$ cat config.mk
export PLATFORM = sky130hd
export DESIGN_NAME = isram_arbiter_flat
export DESIGN_NICKNAME = d
export VERILOG_FILES = /design/src/rtl/isram_arbiter_pkg.sv /design/src/rtl/isram_arbiter_if.sv /design/src/rtl/isram_rr_arb.sv /design/src/rtl/isram_arbiter.sv /design/src/flat_wrapper.sv
export SDC_FILE = /design/constraint.sdc
export NUM_CORES = 1
export LEC_CHECK = 0
export ABC_AREA = 1
export CAP_MARGIN = 20
export CORE_UTILIZATION = 40
export CTS_CLUSTER_SIZE = 8
export DETAILED_ROUTE_END_ITERATION = 16
export DONT_BUFFER_PORTS = 1
export PLACE_DENSITY = 0.5
export REMOVE_ABC_BUFFERS = 1
export SLEW_MARGIN = 40
export SYNTH_ARGS = -nofsm -noshare
export SYNTH_HDL_FRONTEND = slang
export SYNTH_SLANG_ARGS = --single-unit
$ cat constraint.sdc
create_clock -name clk -period 3.8 [get_ports clk]
set_clock_uncertainty 0.15 [all_clocks]
set_input_delay 0.76 -clock clk [delete_from_list [all_inputs] [get_ports clk]]
set_output_delay 0.76 -clock clk [all_outputs]
set_load 0.05 [all_outputs]
$ cat src/rtl/isram_arbiter_pkg.sv
// Shared definitions for the instruction-SRAM port controller: phase encoding
// and instruction-word geometry.
package isram_arbiter_pkg;

  typedef enum logic {
    BOOT = 1'b0,
    RUN  = 1'b1
  } state_t;

  localparam int INST_BYTES = 4;

  function automatic int inst_w(input int n);
    return INST_BYTES * n;
  endfunction

endpackage

$ cat src/rtl/isram_arbiter_if.sv
// Loader, fetch and SRAM-port signals of the instruction-SRAM controller.
// The controller uses the slave view; the surrounding system uses the master view.
interface isram_arbiter_if #(
  parameter int M = 10,
  parameter int N = 8
);
  import isram_arbiter_pkg::*;

  localparam int IW = inst_w(N);

  logic          ld_valid;
  logic          ld_ready;
  logic [M-1:0]  ld_addr;
  logic [N-1:0]  ld_data;
  logic          ld_last;
  logic          fetch_req;
  logic [M-1:0]  fetch_addr;
  logic          fetch_gnt;
  logic          inst_valid;
  logic [IW-1:0] inst;
  logic          fetch_err;
  logic          booted;
  logic [M:0]    ld_count;
  logic          sram_w_en;
  logic [M-1:0]  sram_addr;
  logic [N-1:0]  sram_data;
  logic [IW-1:0] sram_inst;

  modport slave (
    input  ld_valid, ld_addr, ld_data, ld_last, fetch_req, fetch_addr, sram_inst,
    output ld_ready, fetch_gnt, inst_valid, inst, fetch_err, booted, ld_count,
           sram_w_en, sram_addr, sram_data
  );

  modport master (
    output ld_valid, ld_addr, ld_data, ld_last, fetch_req, fetch_addr, sram_inst,
    input  ld_ready, fetch_gnt, inst_valid, inst, fetch_err, booted, ld_count,
           sram_w_en, sram_addr, sram_data
  );

endinterface

$ cat src/rtl/isram_rr_arb.sv
// Two-requester round-robin grant. A lone requester always wins; on a conflict
// the side that did not win last time gets the grant.
module isram_rr_arb
  import isram_arbiter_pkg::*;
(
  input  logic clk,
  input  logic rst,
  input  logic en,
  input  logic req_a,
  input  logic req_b,
  output logic gnt_a,
  output logic gnt_b
);

  // High when requester b (fetch) won the most recent arbitration.
  logic last_b;

  always_comb begin
    gnt_a = req_a;
    gnt_b = req_b;
    if (req_a && req_b) begin
      gnt_a = last_b;
      gnt_b = ~last_b;
    end
  end

  always_ff @(posedge clk or posedge rst) begin
    if (rst) begin
      last_b <= 1'b1;
    end else if (en && (gnt_a || gnt_b)) begin
      last_b <= gnt_b;
    end
  end

endmodule

$ cat src/rtl/isram_arbiter.sv
// Instruction-SRAM port controller: load-only boot phase, then round-robin
// sharing of the single SRAM port between the byte loader and word fetch.
module isram_arbiter
  import isram_arbiter_pkg::*;
#(
  parameter int M = 10,
  parameter int N = 8
) (
  input  logic            clk,
  input  logic            rst,
  isram_arbiter_if.slave  bus
);

  localparam logic [M-1:0] LAST_WORD = {{(M-2){1'b1}}, 2'b00};
  localparam logic [M:0]   LD_MAX    = {1'b1, {M{1'b0}}};

  state_t state;
  logic   run;
  logic   gnt_ld;
  logic   gnt_fe;
  logic   ld_acc;
  logic   fe_acc;
  logic   addr_err;

  assign run = (state == RUN);

  isram_rr_arb u_arb (
    .clk   (clk),
    .rst   (rst),
    .en    (run),
    .req_a (bus.ld_valid),
    .req_b (bus.fetch_req),
    .gnt_a (gnt_ld),
    .gnt_b (gnt_fe)
  );

  // During boot the loader owns the port outright and fetch is locked out.
  assign bus.ld_ready  = run ? gnt_ld : 1'b1;
  assign bus.fetch_gnt = run & gnt_fe;

  assign ld_acc = bus.ld_valid & bus.ld_ready;
  assign fe_acc = bus.fetch_gnt;

  assign bus.sram_w_en = ld_acc;
  assign bus.sram_addr = ld_acc ? bus.ld_addr : bus.fetch_addr;
  assign bus.sram_data = bus.ld_data;

  // A word must be 4-byte aligned and fit without wrapping past the top.
  assign addr_err = (bus.fetch_addr[1:0] != 2'b00) || (bus.fetch_addr > LAST_WORD);

  always_ff @(posedge clk or posedge rst) begin
    if (rst) begin
      state          <= BOOT;
      bus.booted     <= 1'b0;
      bus.inst_valid <= 1'b0;
      bus.fetch_err  <= 1'b0;
      bus.inst       <= '0;
      bus.ld_count   <= '0;
    end else begin
      if ((state == BOOT) && ld_acc && bus.ld_last) begin
        state      <= RUN;
        bus.booted <= 1'b1;
      end
      if (ld_acc && (bus.ld_count != LD_MAX)) begin
        bus.ld_count <= bus.ld_count + (M+1)'(1);
      end
      bus.inst_valid <= fe_acc;
      bus.fetch_err  <= fe_acc & addr_err;
      if (fe_acc) begin
        bus.inst <= bus.sram_inst;
      end
    end
  end

endmodule

$ cat src/flat_wrapper.sv
// flat-port wrapper written by rule: the top's interface ports become plain ports
module isram_arbiter_flat import isram_arbiter_pkg::*;
#(
  parameter int M = 10,
  parameter int N = 8
)
  (clk, rst, bus_ld_valid, bus_ld_addr, bus_ld_data, bus_ld_last, bus_fetch_req, bus_fetch_addr, bus_sram_inst, bus_ld_ready, bus_fetch_gnt, bus_inst_valid, bus_inst, bus_fetch_err, bus_booted, bus_ld_count, bus_sram_w_en, bus_sram_addr, bus_sram_data);
  isram_arbiter_if #(.M(M), .N(N)) bus_i ();
  input  logic clk;
  input  logic rst;
  input wire logic [$bits(bus_i.ld_valid)-1:0] bus_ld_valid;
  input wire logic [$bits(bus_i.ld_addr)-1:0] bus_ld_addr;
  input wire logic [$bits(bus_i.ld_data)-1:0] bus_ld_data;
  input wire logic [$bits(bus_i.ld_last)-1:0] bus_ld_last;
  input wire logic [$bits(bus_i.fetch_req)-1:0] bus_fetch_req;
  input wire logic [$bits(bus_i.fetch_addr)-1:0] bus_fetch_addr;
  input wire logic [$bits(bus_i.sram_inst)-1:0] bus_sram_inst;
  output wire logic [$bits(bus_i.ld_ready)-1:0] bus_ld_ready;
  output wire logic [$bits(bus_i.fetch_gnt)-1:0] bus_fetch_gnt;
  output wire logic [$bits(bus_i.inst_valid)-1:0] bus_inst_valid;
  output wire logic [$bits(bus_i.inst)-1:0] bus_inst;
  output wire logic [$bits(bus_i.fetch_err)-1:0] bus_fetch_err;
  output wire logic [$bits(bus_i.booted)-1:0] bus_booted;
  output wire logic [$bits(bus_i.ld_count)-1:0] bus_ld_count;
  output wire logic [$bits(bus_i.sram_w_en)-1:0] bus_sram_w_en;
  output wire logic [$bits(bus_i.sram_addr)-1:0] bus_sram_addr;
  output wire logic [$bits(bus_i.sram_data)-1:0] bus_sram_data;
  assign bus_i.ld_valid = bus_ld_valid;
  assign bus_i.ld_addr = bus_ld_addr;
  assign bus_i.ld_data = bus_ld_data;
  assign bus_i.ld_last = bus_ld_last;
  assign bus_i.fetch_req = bus_fetch_req;
  assign bus_i.fetch_addr = bus_fetch_addr;
  assign bus_i.sram_inst = bus_sram_inst;
  assign bus_ld_ready = bus_i.ld_ready;
  assign bus_fetch_gnt = bus_i.fetch_gnt;
  assign bus_inst_valid = bus_i.inst_valid;
  assign bus_inst = bus_i.inst;
  assign bus_fetch_err = bus_i.fetch_err;
  assign bus_booted = bus_i.booted;
  assign bus_ld_count = bus_i.ld_count;
  assign bus_sram_w_en = bus_i.sram_w_en;
  assign bus_sram_addr = bus_i.sram_addr;
  assign bus_sram_data = bus_i.sram_data;
  isram_arbiter #(.M(M), .N(N)) u_core (.clk(clk), .rst(rst), .bus(bus_i));
endmodule
==> impl_metrics.yaml, run 1 <==
finish:
  multi_input_area_um2: 883
  ff_latch_area_mm2: 0.00118
  antennaDiodeCount: 0
  utilization: 0.426
  nets: 346
  n_fill_cell: 574
  area_growth_syn_to_layout_pct: 3.25
  layout-drive-gt1-share: 0.0964
  finalInstanceArea_mm2: 0.00235
clock_tree:
  cts_tree: "yes"
  cts_buffers: 5
  root_buffer: "clkbuf_8"
  cts_resized: 0
  cts.sink_count: 47
  cts_hold_buf: 0
  clock_latency_ns: 0.30
  cts.path.max_buffers: 2
  cts.clk_slew.worst_paths_ns: 0.09
  cts_setup_buffers: 0
  htreeDepth: 2
outcome:
  status: "finished clean"
place:
  port_buffers: 0
  place.detailed.hpwl_mm: 3.10
  place_area_mm2: 0.00226
  place_congestion: 0.679
routing:
  wirelength_met1_mm: 1.85
  final_antenna_net_count: 0
  top_layer: "met4"
  met3WireLength_um: 433
  post_drt_wl_per_cell_um: 12.6
  vias: 1681
  met2_length_mm: 2.11
  drtIter0Drc: 32
  drtPass1Iterations: 4
  wl_mm: 4.44
  viasPerCell: 4.78
  drc: 0
hold_path:
  holdCritPathClass: "in -> async"
sta:
  max_freq_mhz: 334
  period_minus_slack_ns: 3.00
  relSlewSlack: 0.563
  hold_viol: 0
  finalCritPeriodShare: 0.789
  tightest_slew_ns: 0.655
  setup_viol: 0
  tns_ns: 0
  rsz0062_at_grt: "no"
  fin_hold_ws_ns: 0.239
  final-max-slew-violation-count: 0
synth:
  synth.most_common_cell: "nand2_1"
  synth_edf_count: 0
  synth_flop_cell: "dfrtp_1"
  synthXorXnorAreaFrac: 0.00385
  synth_fa_ha_area_frac: 0.0110
  synth_top_area_frac: 0.506
  yosysTopAreaCell: "dfrtp_1"
  synth_compound_area_frac: 0.0215
  avgSynthCellArea_um2: 8.01
  synth-simple-area-share: 0.352
  synth_common_cells: "nand2_1, dfrtp_1, inv_1"
  yosysWarningCount: 0
  synth_top_family_by_area: "simple AND/OR/NAND/NOR gates"
  syn_inst: 284
  async_reset_ff_frac: 1.00
  ys_seq_elements: 47
  synth_area_leaders: "dfrtp_1, nand2_1, buf_4"
  synthMuxAreaShare: 0
  ys_seq_area_frac: 0.518
  synth.cell_area_mm2: 0.00227
  ys_types: 21
power:
  clkPwrFrac: 0.227
  switching_share: 0.446
  intPower_uw: 753
  ir_drop_uv: 308
  cellPowerDensity_mw_per_mm2: 579
  power_frac_comb: 0.151
  p_sw_uw: 605
  p_leak_uw: 0.00128
  seq_power_share: 0.623
  totalPowerFinal_uw: 1360
grt:
  grt_util_all_layers: 0.157
  grt_max_degree: 48
  grt_antenna_before_repair: 0
  grt_first_pass_wirelength_mm: 7.36
  grt_pass1_vias: 1591
  overflow: 0
worst_setup_path:
  crit_chain: "nand3_4 -> inv_4"
  slowest_delay_ns: 0.78
  crit_buf_inv: 1
  startpoint_type: "flop"
  endpoint_kind: "primary output"
  timing.critical_path.required_ns: 2.89
  cp_slowest_cell: "dfrtp_1"
  cp_max_fo: 35
  criticalPathCategory: "reg -> out"
  worstPathArrival_ns: 2.09
  path_delay_family: "flip-flops"
die:
  dieHeight_um: 77.4
  initial_core_util: 0.413
  core_mm2: 0.00551
  die-width_um: 77.4
  dieArea_mm2: 0.00599
  ios: 132
  rows: 27
run:
  drv_cap: 0
-- metrics by stage --
| stage | setup slack [ns] | instances |
|---|---|---|
| global placement | 1.09 | 344 |
| detailed placement | 1.08 | 344 |
| global route | 0.624 | 352 |
| floorplan | 0.437 | 267 |
| finish | 0.802 | 352 |
| CTS | 0.743 | 352 |
-- path summary, 6_finish.rpt --
path	from	endpoint	slack (ns)	cells past startpoint
worst max-delay path	u_core.bus.booted$_DFFE_PP0P_	bus_fetch_gnt	0.80	2
min in group clk	u_core.u_arb.last_b$_DFFE_PP1P_	u_core.u_arb.last_b$_DFFE_PP1P_	0.35	2
worst min register to register	u_core.u_arb.last_b$_DFFE_PP1P_	u_core.u_arb.last_b$_DFFE_PP1P_	0.35	2
max in group asynchronous	rst	u_core.bus.ld_count[6]$_DFFE_PP0P_	2.86	1
worst max register to register	u_core.bus.booted$_DFFE_PP0P_	u_core.bus.inst[7]$_DFFE_PP0P_	1.61	4
worst min-delay path	rst	u_core.bus.booted$_DFFE_PP0P_	0.24	1
-- power by group through the flow --
stage	combinational, µW	clock [µW]	sequential [µW]
floorplan	175	0	836
global placement	206	0	858
detailed placement	210	0	858
CTS	210	320	848
global route	237	337	857
finish	204	308	846
-- layer usage --
layer,vias to the layer above,track usage
li1,839,-
met1,756,0.170
met3,4,0.0753
met5,-,0
met4,0,0.0509
met2,82,0.269
-- layout by cell type (no fill, tap or decap) --
| master | n |
|---|---|
| clkbuf_1 | 1 |
| a31oi_4 | 1 |
| ha_1 | 2 |
| inv_1 | 15 |
| nand3_4 | 1 |
| nor3_1 | 1 |
| nor2_1 | 12 |
| a21oi_1 | 1 |
| buf_4 | 5 |
| dfrtp_1 | 46 |
| o211ai_1 | 1 |
| xor2_1 | 1 |
| nand2_1 | 157 |
| clkbuf_8 | 5 |
| clkinv_4 | 2 |
| o21ai_0 | 3 |
| nand3b_1 | 5 |
| nand2_2 | 9 |
| inv_4 | 2 |
| nand3_2 | 1 |
| nand3_1 | 8 |
| dfstp_2 | 1 |
-- final cells by class --
cell class | count | share of cell area
well taps | 72 | 0.0384
clock inverters | 2 | 0.00746
inverters | 17 | 0.0293
repair buffers | 5 | 0.0160
multi-input cells | 203 | 0.376
flip-flops and latches | 47 | 0.502
clock buffers | 6 | 0.0309
-- state kept, by name (all words and copies together), names as in the netlist --
register and flops:
u_core.bus.inst_valid 1, u_core.bus.fetch_err 1, u_core.u_arb.last_b 1, u_core.bus.booted 1, u_core.bus.inst 32, u_core.bus.ld_count 11
-- logic make-up after synthesis --
logic type | count (synthesis)
flops | 47
compound gates | 6
xor+xnor | 1
fa+ha+maj | 2
buf+inv | 34
simple gates | 194
Note: power is estimated with default switching activity, not from simulation.
==> inputs of run 2 (changes only) <==
PLACE_DENSITY = 0.52   (was 0.5)
clock period = 2.6 ns   (was 3.8 ns; I/O delays follow)
==> run 2 against run 1 <==
  * Clock power up 65%
  * Sequential power up 35%
  * First-iteration DRC count up 130%
  * Sequential cell count unchanged
  * Via count up 2.1%
  * Core utilization up 4.7 points
  * Count of clock-buffer cells in the layout unchanged
==> impl_metrics.yaml, run 2 (synthesis gave the netlist of run 1 again) <==
routing:
  drtIter0Drc: 74
  final_antenna_net_count: 0
  vias: 1716
  viasPerCell: 4.63
  drc: 0
  wl_mm: 4.65
  drtPass1Iterations: 4
  post_drt_wl_per_cell_um: 12.5
sta:
  max_freq_mhz: 429
  layout_setup_ws_ns: 0.266
  rsz0062_at_grt: "no"
  period_minus_slack_ns: 2.33
  tightest_slew_ns: 0.593
  finalCritPeriodShare: 0.898
  setup_viol: 0
  relSlewSlack: 0.605
  fin_hold_ws_ns: 0.107
  tns_ns: 0
  final-max-slew-violation-count: 0
  hold_viol: 0
finish:
  area_growth_syn_to_layout_pct: 14.7
  final_common_cell: "nand2_1"
  nets: 366
  finalInstanceArea_mm2: 0.00261
  utilization: 0.474
  largest_register_ffs: 32
  top_register: "u_core.bus.inst"
  antennaDiodeCount: 0
  top_regs: "u_core.bus.inst (32), u_core.bus.ld_count (11)"
  most-common-layout-cells: "nand2_1, dfrtp_1, buf_4, inv_1, nor2_1"
  layout-drive-gt1-share: 0.154
clock_tree:
  cts.path.max_buffers: 2
  cts_hold_buf: 0
  cts.clk_slew.worst_paths_ns: 0.08
  htreeDepth: 2
  cts_buffers: 5
  root_buffer: "clkbuf_8"
  cts.sink_count: 47
  clock_latency_ns: 0.29
  cts_tree: "yes"
worst_setup_path:
  endpoint_kind: "primary output"
  path_delay_family: "flip-flops"
  startpoint_type: "flop"
  cp_max_fo: 8
  slowest_delay_ns: 0.55
  crit_buf_inv: 3
  timing.critical_path.required_ns: 1.93
  worstPathArrival_ns: 1.66
  cp_slowest_cell: "dfstp_2"
  crit_chain: "inv_1 -> a31oi_4 -> inv_1 -> nand2_1 -> nand2_1 -> buf_12"
  criticalPathCategory: "reg -> out"
die:
  core_mm2: 0.00551
  initial_core_util: 0.413
  dieArea_mm2: 0.00599
  die-width_um: 77.4
  dieHeight_um: 77.4
  rows: 27
  ios: 132
place:
  place.detailed.hpwl_mm: 3.30
  place_congestion: 0.695
  pre_cts_ws_ns: 0.482
  port_buffers: 0
  place_area_mm2: 0.00247
power:
  cellPowerDensity_mw_per_mm2: 818
  p_leak_uw: 0.00142
  ir_drop_uv: 400
grt:
  grt_pass1_vias: 1602
  overflow: 0
  grt_first_pass_wirelength_mm: 7.62
  grt_antenna_before_repair: 0
  grt_util_all_layers: 0.163
  grt_max_degree: 48
outcome:
  status: "finished clean"
hold_path:
  holdCritPathClass: "in -> async"
run:
  drv_cap: 0
## run 2: cell types whose count changed in the layout (fill, tap and decap cells not counted), sizes merged
cell,before,now
buf,5,25
clkinv,2,0
bufinv,0,1
## run 2: timing repair
item | in CTS | in global routing
setup endpoints to repair | 0 | 1
buffers inserted | 0 | 5
resized for setup | 0 | 0
endpoints found under the hold margin | 0 | 0
## run 2: area by class of cell
class / count / area, µm²
sequential: 47 / 1180
clock inverter: 1 / 30.0
inverter: 17 / 66.3
fill: 514 / 2900
tap: 72 / 90.1
multi-input combinational: 203 / 883
clock buffer: 6 / 72.6
timing repair buffer: 25 / 288
## run 2: stage by stage
stage / total power (µW) / cells
floorplan: 1480 / 267
global placement: 1640 / 359
detailed placement: 1640 / 359
CTS: 2160 / 366
global route: 2260 / 371
finish: 2130 / 371
## run 2: path summary, 6_finish.rpt
kind / startpoint / to / slack [ns] / depth (start not counted)
worst max-delay path: u_core.u_arb.last_b$_DFFE_PP1P_ / bus_sram_addr[2] / 0.27 / 6
worst min-delay path: rst / u_core.bus.fetch_err$_DFF_PP0_ / 0.11 / 2
worst max register to register: u_core.u_arb.last_b$_DFFE_PP1P_ / u_core.bus.ld_count[2]$_DFFE_PP0P_ / 0.76 / 7
worst min register to register: u_core.u_arb.last_b$_DFFE_PP1P_ / u_core.u_arb.last_b$_DFFE_PP1P_ / 0.35 / 2
max in group asynchronous: rst / u_core.bus.inst[29]$_DFFE_PP0P_ / 1.80 / 2
min in group clk: bus_sram_inst[13] / u_core.bus.inst[13]$_DFFE_PP0P_ / 0.18 / 2
## run 2: power breakdown
| group | internal [µW] | leakage (µW) | switching, µW | total [µW] |
|---|---|---|---|---|
| Sequential | 817 | 0.000582 | 327 | 1140 |
| Combinational | 167 | 0.000784 | 315 | 482 |
| Clock | 282 | 0.0000513 | 226 | 507 |
## run 2: per-layer routing
layer / track usage / part of all wire / vias up
li1: - / - / 874
met2: 0.266 / 0.45 / 91
met5: 0 / 0 / -
met4: 0.0509 / 0.012 / 0
met3: 0.0929 / 0.12 / 6
met1: 0.177 / 0.42 / 745
==> inputs of run 3 (changes only) <==
CTS_BUF_LIST = sky130_fd_sc_hd__clkbuf_4 sky130_fd_sc_hd__clkbuf_8   (was not set)
SLEW_MARGIN = 20   (was 40)
==> run 3 against run 2 <==
  * Die area did not move
  * Highest routed layer unchanged
  * Via count is essentially flat
  * Maximum frequency is essentially flat
  * Largest cell class unchanged
  * Global-route usage is essentially flat
  * Setup slack barely moved
==> impl_metrics.yaml, run 3 (synthesis gave the netlist of run 1 again) <==
sta:
  hold_viol: 0
  rsz0062_at_grt: "no"
  relSlewSlack: 0.605
  tightest_slew_ns: 0.593
  final-max-slew-violation-count: 0
  setup_viol: 0
  layout_setup_ws_ns: 0.266
  finalCritPeriodShare: 0.898
  tns_ns: 0
  period_minus_slack_ns: 2.33
  max_freq_mhz: 429
routing:
  drtIter0Drc: 73
  post_drt_wl_per_cell_um: 12.5
  wirelength_met1_mm: 1.96
  vias: 1717
  drtPass1Iterations: 4
  met3WireLength_um: 538
  final_antenna_net_count: 0
  viasPerCell: 4.63
  top_layer: "met4"
  wl_mm: 4.65
  met2_length_mm: 2.10
  drc: 0
worst_setup_path:
  reg2reg_depth: 7
  worstPathArrival_ns: 1.66
  cp_slowest_cell: "dfstp_2"
  startpoint_type: "flop"
  crit_chain: "inv_1 -> a31oi_4 -> inv_1 -> nand2_1 -> nand2_1 -> buf_12"
  endpoint_kind: "primary output"
  timing.critical_path.required_ns: 1.93
  cp_max_fo: 8
  slowest_delay_ns: 0.55
  crit_path_start: "u_core.u_arb.last_b$_DFFE_PP1P_"
  rr_startpoint: "u_core.u_arb.last_b$_DFFE_PP1P_"
  criticalPathCategory: "reg -> out"
outcome:
  status: "finished clean"
finish:
  largest_register_ffs: 32
  area_growth_syn_to_layout_pct: 14.9
  antennaDiodeCount: 0
  most-common-layout-cells: "nand2_1, dfrtp_1, buf_4, inv_1, nor2_1"
  nets: 366
  utilization: 0.474
  final_common_cell: "nand2_1"
  top_register: "u_core.bus.inst"
  top_regs: "u_core.bus.inst (32), u_core.bus.ld_count (11)"
  n_fill_cell: 515
  layout-drive-gt1-share: 0.157
clock_tree:
  htreeDepth: 2
  root_buffer: "clkbuf_8"
  cts_hold_buf: 0
  cts_buffers: 5
  cts.path.max_buffers: 2
  cts_tree: "yes"
  cts_resized: 0
  cts_setup_buffers: 0
  clock_latency_ns: 0.29
  cts.sink_count: 47
  cts.clk_slew.worst_paths_ns: 0.08
place:
  pre_cts_ws_ns: 0.482
  port_buffers: 0
  place_congestion: 0.695
  place.detailed.hpwl_mm: 3.30
power:
  cellPowerDensity_mw_per_mm2: 821
  clkPwrFrac: 0.241
  seq_power_share: 0.534
  intPower_uw: 1280
  p_sw_uw: 867
  ir_drop_uv: 400
  totalPowerFinal_uw: 2140
  p_leak_uw: 0.00142
  switching_share: 0.405
  power_frac_comb: 0.225
die:
  rows: 27
  die-width_um: 77.4
  dieArea_mm2: 0.00599
  dieHeight_um: 77.4
  ios: 132
  core_mm2: 0.00551
  initial_core_util: 0.413
grt:
  overflow: 0
  grt_first_pass_wirelength_mm: 7.62
  grt_util_all_layers: 0.162
  grt_antenna_before_repair: 0
  grt_max_degree: 48
  grt_pass1_vias: 1604
hold_path:
  holdCritPathClass: "in -> async"
run:
  drv_cap: 0
## run 3: changes by cell type in the layout (fill, tap and decap cells not counted)
cell	change
clkbuf_1	-1
clkbuf_4	+1
## run 3: per-stage QoR
step,hold slack [ns],cell area (µm²),instances
2_1_floorplan,0.318,2130,267
3_3_place_gp,0.337,2470,359
3_5_place_dp,0.334,2470,359
4_1_cts,0.129,2570,366
5_1_grt,0.157,2610,371
6_report,0.107,2610,371
## run 3: layout make-up
type | instances | area, µm² | area share
Inverter | 17 | 66.3 | 0.0254
Timing Repair Buffer | 25 | 288 | 0.110
Sequential cell | 47 | 1180 | 0.451
Multi-Input combinational cell | 203 | 883 | 0.338
Tap cell | 72 | 90.1 | 0.0345
Clock buffer | 6 | 76.3 | 0.0292
Clock inverter | 1 | 30.0 | 0.0115
## run 3: worst paths after layout
| check | to | slack, ns |
|---|---|---|
| min in group clk | u_core.bus.inst[13]$_DFFE_PP0P_ | 0.18 |
| worst min register to register | u_core.u_arb.last_b$_DFFE_PP1P_ | 0.35 |
| worst max register to register | u_core.bus.ld_count[2]$_DFFE_PP0P_ | 0.76 |
| worst max-delay path | bus_sram_addr[2] | 0.27 |
| max in group asynchronous | u_core.bus.inst[29]$_DFFE_PP0P_ | 1.80 |
| worst min-delay path | u_core.bus.fetch_err$_DFF_PP0_ | 0.11 |
## run 3: power groups by stage
stage	Combinational [µW]	Sequential (µW)	Clock [µW]
2_1_floorplan	256	1220	0
3_3_place_gp	476	1160	0
3_5_place_dp	482	1160	0
4_1_cts	481	1150	538
5_1_grt	535	1160	572
6_report	482	1140	517
## run 3: routing by layer
| metal | GRT usage | up-vias |
|---|---|---|
| li1 | - | 874 |
| met1 | 0.177 | 746 |
| met2 | 0.266 | 91 |
| met3 | 0.0929 | 6 |
| met4 | 0.0509 | 0 |
| met5 | 0 | - |
## run 3: critical path: cells and delay by family, from the launching register on
family          cells  cell delay, ns
flops               1            0.55
buf+inv             3            0.40
compound gates      1            0.24
simple gates        2            0.18
